===== config.mk =====
export PLATFORM = sky130hd
export DESIGN_NAME = seq_detect_sched
export DESIGN_NICKNAME = d
export VERILOG_FILES = /design/src/rtl/seq_detect_pkg.sv /design/src/rtl/seq_detect_sched_rr_arbiter.sv /design/src/rtl/seq_detect_sched.sv
export SDC_FILE = /design/constraint.sdc
export NUM_CORES = 1
export LEC_CHECK = 0
export ABC_AREA = 1
export BUFFER_PORTS_ARGS = -buffer_cell sky130_fd_sc_hd__buf_2
export CAP_MARGIN = 0
export CORE_AREA = 4 4 111 60
export CTS_CLUSTER_SIZE = 25
export DETAILED_ROUTE_END_ITERATION = 8
export DIE_AREA = 0 0 115 64
export PLACE_DENSITY = 0.77
export SLEW_MARGIN = 0
export SYNTH_ARGS = -nofsm -noshare
export SYNTH_HDL_FRONTEND = slang
export SYNTH_SLANG_ARGS = --single-unit
export TNS_END_PERCENT = 1

===== constraint.sdc =====
create_clock -name clk -period 2.25 [get_ports clk]
set_input_delay 0.45 -clock clk [delete_from_list [all_inputs] [get_ports clk]]
set_output_delay 0.45 -clock clk [all_outputs]
set_load 0.1 [all_outputs]

===== src/rtl/seq_detect_pkg.sv =====
// Shared types, default parameters and width helper for the sequence detector scheduler.
package seq_detect_pkg;

    typedef enum logic [1:0] {
        IDLE   = 2'd0,
        SHIFT  = 2'd1,
        REPORT = 2'd2
    } state_t;

    localparam int         DEF_NREQ    = 4;
    localparam int         DEF_FRAME_W = 8;
    localparam int         DEF_PAT_W   = 4;
    localparam logic [3:0] DEF_PAT_RST = 4'b1011;

    // Returns at least 1 so that single-value fields still get a real bit.
    function automatic int clog2(input int v);
        int r;
        r = 0;
        while ((1 << r) < v) begin
            r++;
        end
        return (r < 1) ? 1 : r;
    endfunction

endpackage


===== src/rtl/seq_detect_sched_rr_arbiter.sv =====
// Rotating-priority arbiter: searches upward from last_i+1 with wrap, one-hot grant when enabled.
module rr_arbiter
    import seq_detect_pkg::*;
#(
    parameter int NREQ = DEF_NREQ
) (
    input  logic [NREQ-1:0]        req_i,
    input  logic                   en_i,
    input  logic [clog2(NREQ)-1:0] last_i,
    output logic [NREQ-1:0]        gnt_o,
    output logic [clog2(NREQ)-1:0] id_o,
    output logic                   valid_o
);

    localparam int ID_W = clog2(NREQ);

    logic [ID_W-1:0] idx;

    always_comb begin
        gnt_o   = '0;
        id_o    = '0;
        valid_o = 1'b0;
        idx     = '0;
        // i = NREQ wraps back to last_i itself, so it is searched last.
        for (int i = 1; i <= NREQ; i++) begin
            idx = last_i + ID_W'(i);
            if (en_i && !valid_o && req_i[idx]) begin
                valid_o    = 1'b1;
                gnt_o[idx] = 1'b1;
                id_o       = idx;
            end
        end
    end

endmodule


===== src/rtl/seq_detect_sched.sv =====
// Round-robin frame scheduler feeding a shared serial pattern detector; reports match count and first hit.
//  state  | meaning
//  IDLE   | arbitrate requests, or accept a config write when nothing is granted
//  SHIFT  | shift one frame bit per cycle (MSB first) through the detector window
//  REPORT | pulse done and publish the result registers
module seq_detect_sched
    import seq_detect_pkg::*;
#(
    parameter int               NREQ    = DEF_NREQ,
    parameter int               FRAME_W = DEF_FRAME_W,
    parameter int               PAT_W   = DEF_PAT_W,
    parameter logic [PAT_W-1:0] PAT_RST = DEF_PAT_RST
) (
    input  logic                          clk,
    input  logic                          rst,
    input  logic                          cfg_we,
    input  logic [PAT_W-1:0]              cfg_pattern,
    input  logic                          cfg_overlap,
    input  logic [NREQ-1:0]               req,
    input  logic [NREQ*FRAME_W-1:0]       frame_i,
    output logic [NREQ-1:0]               gnt,
    output logic                          busy,
    output logic                          done,
    output logic [clog2(NREQ)-1:0]        done_id,
    output logic [clog2(FRAME_W+1)-1:0]   match_cnt,
    output logic [clog2(FRAME_W)-1:0]     first_pos
);

    localparam int ID_W   = clog2(NREQ);
    localparam int CNT_W  = clog2(FRAME_W + 1);
    localparam int POS_W  = clog2(FRAME_W);
    localparam int FILL_W = clog2(PAT_W + 1);

    state_t              state_q, state_d;
    logic [ID_W-1:0]     last_q, last_d;
    logic [ID_W-1:0]     cur_id_q, cur_id_d;
    logic [FRAME_W-1:0]  frame_q, frame_d;
    logic [PAT_W-1:0]    win_q, win_d;
    logic [FILL_W-1:0]   fill_q, fill_d;
    logic [POS_W-1:0]    bcnt_q, bcnt_d;
    logic [CNT_W-1:0]    cnt_q, cnt_d;
    logic [POS_W-1:0]    first_q, first_d;
    logic                seen_q, seen_d;
    logic [ID_W-1:0]     done_id_q, done_id_d;
    logic [CNT_W-1:0]    match_cnt_q, match_cnt_d;
    logic [POS_W-1:0]    first_pos_q, first_pos_d;
    logic [PAT_W-1:0]    pat_q, pat_d;
    logic                ovl_q, ovl_d;

    logic                arb_en, arb_valid;
    logic [NREQ-1:0]     arb_gnt;
    logic [ID_W-1:0]     arb_id;
    logic [PAT_W-1:0]    win_nx;
    logic [FILL_W-1:0]   fill_nx;
    logic [POS_W-1:0]    cur_pos;
    logic                hit;

    // Gating with rst keeps gnt low for the whole reset assertion, not just after the first edge.
    assign arb_en = (state_q == IDLE) && !rst;

    rr_arbiter #(.NREQ(NREQ)) u_arb (
        .req_i   (req),
        .en_i    (arb_en),
        .last_i  (last_q),
        .gnt_o   (arb_gnt),
        .id_o    (arb_id),
        .valid_o (arb_valid)
    );

    // bcnt_q counts down, so the bit index being shifted is its complement from FRAME_W-1.
    assign win_nx  = (win_q << 1) | PAT_W'(frame_q[FRAME_W-1]);
    assign fill_nx = (fill_q == FILL_W'(PAT_W)) ? fill_q : fill_q + FILL_W'(1);
    assign cur_pos = POS_W'(FRAME_W - 1) - bcnt_q;
    assign hit     = (fill_nx == FILL_W'(PAT_W)) && (win_nx == pat_q);

    always_comb begin
        state_d     = state_q;
        last_d      = last_q;
        cur_id_d    = cur_id_q;
        frame_d     = frame_q;
        win_d       = win_q;
        fill_d      = fill_q;
        bcnt_d      = bcnt_q;
        cnt_d       = cnt_q;
        first_d     = first_q;
        seen_d      = seen_q;
        done_id_d   = done_id_q;
        match_cnt_d = match_cnt_q;
        first_pos_d = first_pos_q;
        pat_d       = pat_q;
        ovl_d       = ovl_q;
        unique case (state_q)
            IDLE: begin
                if (arb_valid) begin
                    last_d   = arb_id;
                    cur_id_d = arb_id;
                    frame_d  = frame_i[int'(arb_id)*FRAME_W +: FRAME_W];
                    win_d    = '0;
                    fill_d   = '0;
                    bcnt_d   = POS_W'(FRAME_W - 1);
                    cnt_d    = '0;
                    first_d  = '0;
                    seen_d   = 1'b0;
                    state_d  = SHIFT;
                end else if (cfg_we) begin
                    pat_d = cfg_pattern;
                    ovl_d = cfg_overlap;
                end
            end
            SHIFT: begin
                frame_d = frame_q << 1;
                win_d   = win_nx;
                fill_d  = fill_nx;
                if (hit) begin
                    cnt_d = cnt_q + CNT_W'(1);
                    if (!seen_q) begin
                        seen_d  = 1'b1;
                        first_d = cur_pos;
                    end
                    if (!ovl_q) begin
                        fill_d = '0;
                    end
                end
                if (bcnt_q == '0) begin
                    state_d     = REPORT;
                    done_id_d   = cur_id_q;
                    match_cnt_d = cnt_d;
                    first_pos_d = first_d;
                end else begin
                    bcnt_d = bcnt_q - POS_W'(1);
                end
            end
            REPORT: begin
                state_d = IDLE;
            end
            default: begin
                state_d = IDLE;
            end
        endcase
    end

    always_ff @(posedge clk or posedge rst) begin
        if (rst) begin
            state_q     <= IDLE;
            last_q      <= ID_W'(NREQ - 1);
            cur_id_q    <= '0;
            frame_q     <= '0;
            win_q       <= '0;
            fill_q      <= '0;
            bcnt_q      <= '0;
            cnt_q       <= '0;
            first_q     <= '0;
            seen_q      <= 1'b0;
            done_id_q   <= '0;
            match_cnt_q <= '0;
            first_pos_q <= '0;
            pat_q       <= PAT_RST;
            ovl_q       <= 1'b1;
        end else begin
            state_q     <= state_d;
            last_q      <= last_d;
            cur_id_q    <= cur_id_d;
            frame_q     <= frame_d;
            win_q       <= win_d;
            fill_q      <= fill_d;
            bcnt_q      <= bcnt_d;
            cnt_q       <= cnt_d;
            first_q     <= first_d;
            seen_q      <= seen_d;
            done_id_q   <= done_id_d;
            match_cnt_q <= match_cnt_d;
            first_pos_q <= first_pos_d;
            pat_q       <= pat_d;
            ovl_q       <= ovl_d;
        end
    end

    assign gnt       = arb_gnt;
    assign busy      = (state_q != IDLE);
    assign done      = (state_q == REPORT);
    assign done_id   = done_id_q;
    assign match_cnt = match_cnt_q;
    assign first_pos = first_pos_q;

endmodule


== Yosys cells after proc, flatten, opt, wreduce, memory -nomap -nowiden ==
Cells that the tools add are included.
Storage, ports and cells
  bits in registers: 45
  bits of input ports: 44
  output and inout bits: 15
  logic and storage cells: 124
Cells by class
  $add $sub $neg: 7
  $lt $le $gt $ge: 8
  equality and inequality tests: 9
  shift-type cells: 1
  muxes and demuxes: 51
  bitwise logic cells: 5
  reductions and logical operators: 28
Operators with widths (count)
  indexed part select 32 x 6 -> 8 bit: 1
  two-way mux 3 bit: 8
  two-way mux 4 bit: 6
  one-hot mux 3 bit (2 select lines): 4
  one-hot mux 8 bit (2 select lines): 1
  two-way mux 1 bit: 14
  logical AND 1 bit: 13
  less-than comparator 2 x 3 -> 1 bit, second input constant: 4
  two-way mux 2 bit: 6
  OR 4 bit: 3
  AND reduction 3 bit: 3
  binary-select mux 1 bit (select 2 bit): 4
  demux 1 bit (select 2 bit): 4
  greater-or-equal comparator 2 x 1 -> 1 bit, second input constant: 4
  two-way mux 8 bit: 1
  != test 2 bit, second input constant: 4
  one-hot mux 4 bit (2 select lines): 1
  AND reduction 2 bit: 4
  == test 3 bit, second input constant: 2
  adder 2 bit, second input constant: 2
  adder 4 x 1 -> 4 bit, second input constant: 1
  == test 4 bit: 1
  zero test 1 bit: 4
  OR 4 x 1 -> 4 bit: 1
  other kinds (12): 13

== Logic depth before layout (Yosys ltp) ==
Gate-level depths: netlist (run 1).
  depth in word-level cells: 20
  mapped depth: 15
  depth with buffers taken out: 14

== Modules after synthesis ==
Synthesis (run 1) repeated with hierarchy kept, for this count alone.
Second synthesis, totals
  cells, all modules: 372
  area, all modules: 2880.3 um2
Modules (own cells, without submodules)
  seq_detect_sched: instances 1, cells each 285, area an instance 2377.3 um2, seq. area each 1133.6 um2
  rr_arbiter: instances 1, cells each 87, area an instance 503.0 um2, seq. area each 0.0 um2

== Least setup slack after synthesis (run 1) ==
Ideal clock, no wire load.
  path kind: flip-flop to output port
  from: register state_q[1]
  to: output port gnt[0]
  arrival time: 3.138 ns
  required time: 1.800 ns
  path slack: -1.338 ns
  stages on the path, launching flop included: 8
  buffers on the path: 0
  cell sequence: dfrtp_1 -> inv_2 -> nand2_2 -> nor2_8 -> nand2_1 -> nor2_1 -> nand4_2 -> o221ai_1
Between the ends
  longest elaborated chain between the ends: 16
  elaborated cells on any way between the ends: 22
  those cells by class: mux (7); bitwise (3); reduce/logical (12)
RTL lines
  start, declared: RTL line seq_detect_sched.sv:34  | state_t state_q, state_d;
  start signal, assigned: RTL line seq_detect_sched.sv:160  | state_q <= state_d;
  zero test 2 bit *: RTL line seq_detect_sched.sv:59  | assign arb_en = (state_q == IDLE) && !rst;
  logical AND 1 bit *: RTL line seq_detect_sched.sv:59
  logical AND 1 bit: RTL line seq_detect_sched_rr_arbiter.sv:27  | if (en_i && !valid_o && req_i[idx]) begin
  two-way mux 1 bit: RTL line seq_detect_sched_rr_arbiter.sv:27
  zero test 1 bit: RTL line seq_detect_sched_rr_arbiter.sv:27
  logical AND 1 bit (2 in series): RTL line seq_detect_sched_rr_arbiter.sv:27
  two-way mux 1 bit: RTL line seq_detect_sched_rr_arbiter.sv:27
  zero test 1 bit: RTL line seq_detect_sched_rr_arbiter.sv:27
  logical AND 1 bit (2 in series): RTL line seq_detect_sched_rr_arbiter.sv:27
  two-way mux 1 bit: RTL line seq_detect_sched_rr_arbiter.sv:27
  zero test 1 bit: RTL line seq_detect_sched_rr_arbiter.sv:27
  logical AND 1 bit (2 in series): RTL line seq_detect_sched_rr_arbiter.sv:27
  two-way mux 4 bit *: RTL line seq_detect_sched_rr_arbiter.sv:27
  end, declared: RTL line seq_detect_sched.sv:21  | output logic [NREQ-1:0] gnt,
Mark *: on every way between the ends. The rest lies on a longest branch, timed or not.

== Worst setup path in the final report (run 1) ==
  from: register last_q[0]
  to: output port gnt[2]
Between the ends
  longest elaborated chain between the ends: 17
  elaborated cells on any way between the ends: 51
  those cells by class: add/sub (3); order compare (8); mux (23); bitwise (3); reduce/logical (14)
RTL lines
  start, declared: RTL line seq_detect_sched.sv:35  | logic [ID_W-1:0] last_q, last_d;
  start signal, assigned: RTL line seq_detect_sched.sv:145  | last_q <= ID_W'(NREQ - 1);
  start signal, assigned: RTL line seq_detect_sched.sv:161  | last_q <= last_d;
  branches (longest 16 deep; another with less-than comparator 2 x 3 -> 1 bit)
  two-way mux 4 bit *: RTL line seq_detect_sched_rr_arbiter.sv:27
Mark *: on every way between the ends. The select of a mux whose other input is x is not followed.

==> flow_metrics.tcl, run 1 <==
set metrics [dict create \
    synth_edf_count 0 \
    ys_types 35 \
    antenna_left 0 \
    io_buffer_count 58 \
    cp_slowest_cell "dfstp_2" \
    hold_path.class "primary input to async pin" \
    cp_max_fo 4 \
    syn_inst 360 \
    grt_pass1_vias 2555 \
    timing.rr.start "last_q[1]" \
    failed_checks "negative setup slack" \
    std_cell_rows 20 \
    synth_area_leaders "dfrtp_1 35%, nand2_1 13%, nand3_1 12%" \
    numCtsBuffers 5 \
    clkTransAtPathRegs_ns 0.06 \
    grtUsageMet1_pct 32.13 \
    skew_ns 0.004892 \
    initial_core_util_pct 48.04 \
    drc 0 \
    grt.total_usage_pct 20.92 \
    pre_cts_ws_ns -0.1353 \
    timing.final.ws_setup_ns -0.2990 \
    die_x_um 115 \
    cp_slowest_stage_delay_ns 0.56 \
    crit_family "flip-flops" \
    fin_hold_ws_ns 0.2672 \
    hpwl_mm 5.623 \
    critical_path_required_ns 1.80 \
    crit_chain "inv_4 > ha_4 > inv_4 > nand3_4 > nand2_4 > nor2_4 > buf_4 > nor2_4 > nand3_2 > o2111ai_4 > buf_12" \
    met3_usage_pct 5.203 \
    vias 2697 \
    wirelength_mm 7.321 \
    setup_viol 12 \
    core_um2 5806 \
    synth_nets 416 \
    synthFlopType "dfrtp_1" \
    crit_arrival_ns 2.10 \
    fillCellCount 491 \
    hold_buffers 0 \
    gp_congestion 0.8939 \
    cts.htree.levels 2 \
    critPathKind "register to output port" \
    antenna_found_initial 0 \
    synthesis.area_um2 2789 \
    powerDensity_nw_per_um2 1549 \
    cts_tree "done" \
    die_area_um2 7360 \
    insertion_delay_ns 0.28 \
    layout_min_cycle_time_ns 2.549 \
    wl_per_cell_um 13.97 \
    post-synth-top-area-cell "dfrtp_1" \
    status "finished, violations left" \
    endpoint_kind "output port" \
    ys_seq_elements 45 \
    worst_pin_slew_ns 0.5427 \
    synthMostInstantiatedCell "nand2_1" \
    reg2reg_depth 13 \
    diodes 0 \
    grt_max_degree 34 \
    slew_headroom_pct 63.78 \
    grt_pass1_wl_mm 12.27 \
    synth_top_area_share_pct 34.99 \
    vdd_drop_max_mv 1.034 \
    grtUsageMet2_pct 29.76 \
    cap_violations 0 \
    crit_buf_inv 4 \
    hold_viol_final 0 \
    leakage_nw 1.944 \
    syn_area_per_cell_um2 7.747 \
    syn2layout_area_growth_pct 39.12 \
    dr.pass1.iters 5 \
    ys_async_sr_fraction_pct 100.0 \
    rsz0062_at_grt "yes" \
    worstSetupStartpoint "last_q[0]" \
    pin_count 59 \
    synth.top_cells.by_count "97 x nand2_1, 65 x nand3_1, 43 x inv_1, 39 x dfrtp_1, 23 x o21ai_0" \
    grt_busiest_layer "met1" \
    cts.sinks 45 \
    grt_overflow 0 \
    clk_path_buf_depth 2 \
    die_h_um 64 \
    clock.fmax_ghz 0.3923 \
    drv_slew 0 \
    ys_seq_area_share_pct 40.65 \
    yosys_warnings 0 \
    worst-path-stages 11 \
    post-route-period-util_pct 113.3 \
    viasPerCell 5.147 \
    drt_iter0_drc 146 \
    cts_root_buffer "clkbuf_16" \
    setup.worst_path.start_class "register" \
    drive_gt1_share_pct 34.68 \
    nNetsFinal 502 \
]
## final cells by class
type                    count  area [um^2]  area share [%]
inverters                  48        190.2           4.902
multi-input cells         259         1669           43.02
clock buffers               5        125.1           3.225
repair buffers             87        600.6           15.48
clock inverters             3        65.06           1.677
flip-flops and latches     45         1134           29.22
well taps                  77        96.34           2.483
## cells in the final DEF (no fill, tap or decap), drive strengths merged, types with 3 or more instances in the layout
cell type and count:
nand2 101, inv 48, nor2 18, o22ai 8
clkbuf 5, nand4 3, dfstp 6, a22oi 3
nand3 70, o21ai 26, o221ai 3, ha 12
buf 87, xor2 4, dfrtp 39
## registers in the layout (all words and copies together), names as in the netlist, 3 cells and up
name / cells
bcnt_q: 3
cnt_q: 4
fill_q: 3
first_pos: 3
first_q: 3
frame_q: 8
match_cnt: 4
pat_q: 4
win_q: 3
## metal layers
metal | vias up | part of all wire (%)
met4 | 0 | 0.55
met1 | 1256 | 52
met2 | 71 | 42
li1 | 1364 | -
met5 | - | 0
met3 | 6 | 6.3
## worst reg2reg max path, cell delays in order, from the launching register on
cell and delay [ns]:
dfstp_2 0.56, inv_4 0.04, ha_4 0.29, nand3_2 0.12
nand3_4 0.17, nand4_4 0.19, buf_4 0.19, buf_4 0.14
nand2_8 0.09, nand2_8 0.10, nand2_1 0.09, nand3_1 0.07
nand3_1 0.11, nand2_1 0.06
## power by group
| group | total (mW) | switching, mW | internal, mW |
|---|---|---|---|
| logic | 3.70 | 2.43 | 1.28 |
| clock network | 0.926 | 0.292 | 0.634 |
| registers | 1.38 | 0.194 | 1.19 |
| total | 6.01 | 2.91 | 3.10 |
## cells by family (layout without fill, tap and decap cells)
| kind of cell | count (synthesis) | in the layout | share of synthesized area (%) |
|---|---|---|---|
| and+or+nand+nor | 195 | 195 | 33.69 |
| buffers and inverters | 56 | 143 | 8.254 |
| AOI/OAI and AO/OA | 46 | 46 | 10.14 |
| DFF | 45 | 45 | 40.65 |
| adders and majority gates | 12 | 12 | 5.383 |
| xor gates and xnor gates | 6 | 6 | 1.884 |
## stage by stage
stage | setup TNS [ns] | instance area, um^2 | cells | total power, mW | util (%)
floorplan | -1.257 | 2905 | 360 | 3.837 | -
global placement | -0.2435 | 3515 | 512 | 4.681 | 60.54
detailed placement | -0.5839 | 3515 | 512 | 4.773 | 60.54
CTS | -1.677 | 3815 | 523 | 5.884 | 65.71
global route | -3.534 | 3880 | 524 | 6.470 | 66.83
finish | -1.550 | 3880 | 524 | 6.012 | 66.83
## timing repair
| action | in CTS | in global routing |
|---|---|---|
| resized for setup | 22 | 15 |
| endpoints found under the setup margin | 14 | 34 |
| buffers inserted | 4 | 1 |
| pin swaps | 10 | 5 |
| hold endpoints to repair | 0 | 0 |
## worst paths after layout
kind                              end  slack, ns
hold / removal               pat_q[2]       0.27
hold reg to reg              pat_q[0]       0.48
max in group asynchronous   last_q[1]       1.36
setup / recovery               gnt[2]      -0.30
setup reg to reg           frame_q[5]      -0.08
min in group clk             pat_q[0]       0.38
Note: power is estimated with default switching activity, not from simulation.
==> inputs of run 2 (changes only) <==
ABC_AREA = unset   (was 1)
CORE_AREA = 4 4 112 61   (was 4 4 111 60)
DIE_AREA = 0 0 116 65   (was 0 0 115 64)
PLACE_DENSITY = 0.75   (was 0.77)
==> flow_metrics.tcl, run 2 <==
set metrics [dict create \
    synth_area_leaders "dfrtp_1 35%, dfstp_2 5.7%, ha_1 5.4%" \
    leakage_nw 1.782 \
    layout_min_cycle_time_ns 2.929 \
    status "finished, violations left" \
    vias 2600 \
    hold_viol_final 0 \
    viasPerCell 5.765 \
    syn_inst 271 \
    setup_viol 16 \
    rsz0062_at_grt "yes" \
    final-seq-area_um2 1135 \
    critical_path_required_ns 1.80 \
    powerDensity_nw_per_um2 1530 \
    grt_busiest_layer "met2" \
    cts_root_buffer "clkbuf_16" \
    worstSetupStartpoint "last_q[0]" \
    cts_tree "done" \
    cts.htree.levels 2 \
    grt_max_degree 46 \
    timing.rr.end "frame_q[7]" \
    power.switching_mw 2.756 \
    setup.worst_path.start_class "register" \
    skew_ns 0.006510 \
    insertion_delay_ns 0.29 \
    grtUsageMet1_pct 31.45 \
    grt_overflow 0 \
    hold_path.class "primary input to register" \
    design_area_um2 3849 \
    syn2layout_area_growth_pct 39.31 \
    diodes 0 \
    yosys_warnings 0 \
    grt.total_usage_pct 21.55 \
    timing.final.ws_setup_ns -0.6791 \
    clkTransAtPathRegs_ns 0.06 \
    fin_hold_ws_ns 0.3922 \
    fin_util_pct 65.73 \
    synthFlopType "dfrtp_1" \
    grt_pass1_vias 2611 \
    min_from "cfg_overlap" \
    ys_seq_area_share_pct 41.03 \
    slew_headroom_pct 62.00 \
    endpoint_kind "output port" \
    clock.fmax_ghz 0.3414 \
    min_path_cells 2 \
    hpwl_mm 5.792 \
    io_buffer_count 58 \
    synth_top_area_share_pct 35.33 \
    ys_types 52 \
    antenna_left 0 \
    synthesis.area_um2 2763 \
    critPathKind "register to output port" \
    failed_checks "negative setup slack" \
    multi_input_area_um2 1645 \
    drive_gt1_share_pct 43.58 \
    cts.sinks 45 \
    synth_nets 327 \
    ys_seq_elements 45 \
    placed_area_um2 3511 \
    p_int_mw 3.132 \
    pwr-share-clk_pct 12.6 \
    largest_reg_flops 8 \
    worst_pin_slew_ns 0.5700 \
    drc 0 \
    reg2reg_depth 10 \
    hold_buffers 0 \
    cp_max_fo 7 \
    pwr-share-seq_pct 24.0 \
    syn_area_per_cell_um2 10.19 \
    numCtsBuffers 5 \
    worstSetupEndpoint "gnt[0]" \
    wl_per_cell_um 17.40 \
    dr.pass1.iters 4 \
    ys_async_sr_fraction_pct 100.0 \
    initial_core_util_pct 47.18 \
    swShare_pct 46.81 \
    final_common_cell "buf_2" \
    power_frac_comb_pct 63.3 \
    rrSetupSlack_ns -0.54 \
    gp_congestion 0.9723 \
    final_cells 451 \
    layout_common_cells "54 x buf_2, 42 x buf_4, 38 x dfrtp_1" \
    std_cell_rows 20 \
    crit_arrival_ns 2.48 \
    synth.top_cells.by_count "39 x dfrtp_1, 27 x nand2_1, 21 x o21ai_0" \
    cap_violations 0 \
    antenna_found_initial 0 \
    drt_iter0_drc 236 \
    post-synth-top-area-cell "dfrtp_1" \
    post-route-period-util_pct 130.2 \
    fillCellCount 463 \
    vdd_drop_max_mv 1.076 \
    synth_edf_count 0 \
    regMostFlops "frame_q" \
    die_area_um2 7540 \
    synthMostInstantiatedCell "dfrtp_1" \
    met3_usage_pct 5.317 \
    grt_pass1_wl_mm 12.78 \
    die_x_um 116 \
    drv_slew 0 \
    timing.rr.start "last_q[0]" \
    wirelength_mm 7.847 \
    grtUsageMet2_pct 31.66 \
    pin_count 59 \
    clk_path_buf_depth 2 \
    core_um2 5856 \
    nNetsFinal 429 \
    dp_cells 432 \
    die_h_um 65 \
]
==> run 2: cell families after synthesis <==
family,share of synthesized area [%]
AOI/OAI and AO/OA,26.00
xor gates and xnor gates,2.219
adders and majority gates,5.435
buffers and inverters,4.483
DFF,41.03
muxes,9.919
and+or+nand+nor,10.91
==> run 2: worst min-delay path by stage <==
stage | slack (ns) | end
after global routing | 0.39 | pat_q[3]
after global placement | 0.46 | cur_id_q[1]
after detailed placement | 0.47 | first_q[0]
after CTS | 0.39 | ovl_q
after floorplan | 0.44 | cur_id_q[0]
final | 0.39 | ovl_q
==> run 2: routing by layer <==
metal	vias up	share of wire, %
met5	-	0
met2	94	44
met3	11	8.1
met1	1279	47
li1	1216	-
met4	0	1.2
==> run 2: what timing repair did <==
action	in CTS	in global routing
pin swaps	5	10
setup endpoints to repair	19	26
buffers inserted	6	6
gates cloned	0	0
resized for setup	12	18
==> run 2: power groups by stage <==
stage,registers [mW],clock network [mW],logic [mW]
floorplan,1.86,0,1.88
global placement,1.41,0,3.15
detailed placement,1.41,0,3.25
CTS,1.41,0.759,3.50
global route,1.46,0.791,4.00
finish,1.41,0.744,3.73
==> run 2: area by class of cell <==
type	count	share of cell area (%)
inverter	15	1.625
tap	77	2.503
sequential	45	29.49
multi-input combinational	198	42.75
clock inverter	1	0.1951
timing repair buffer	108	19.73
clock buffer	7	3.706
==> run 2: critical path: stages (launching register included) <==
cell and delay, ns:
dfstp_2 0.61, inv_4 0.05, ha_4 0.28, mux4_2 0.32, buf_6 0.17, a22oi_2 0.15
nor2_1 0.07, a221o_4 0.35, buf_12 0.17
==> run 2: per-stage QoR <==
| stage | total power, mW | setup TNS [ns] | setup WS (ns) |
|---|---|---|---|
| global placement | 4.561 | -3.865 | -0.3327 |
| detailed placement | 4.665 | -4.899 | -0.4080 |
| finish | 5.888 | -7.792 | -0.6791 |
| floorplan | 3.740 | -5.322 | -0.5389 |
| CTS | 5.664 | -6.602 | -0.6390 |
| global route | 6.249 | -9.089 | -0.7570 |
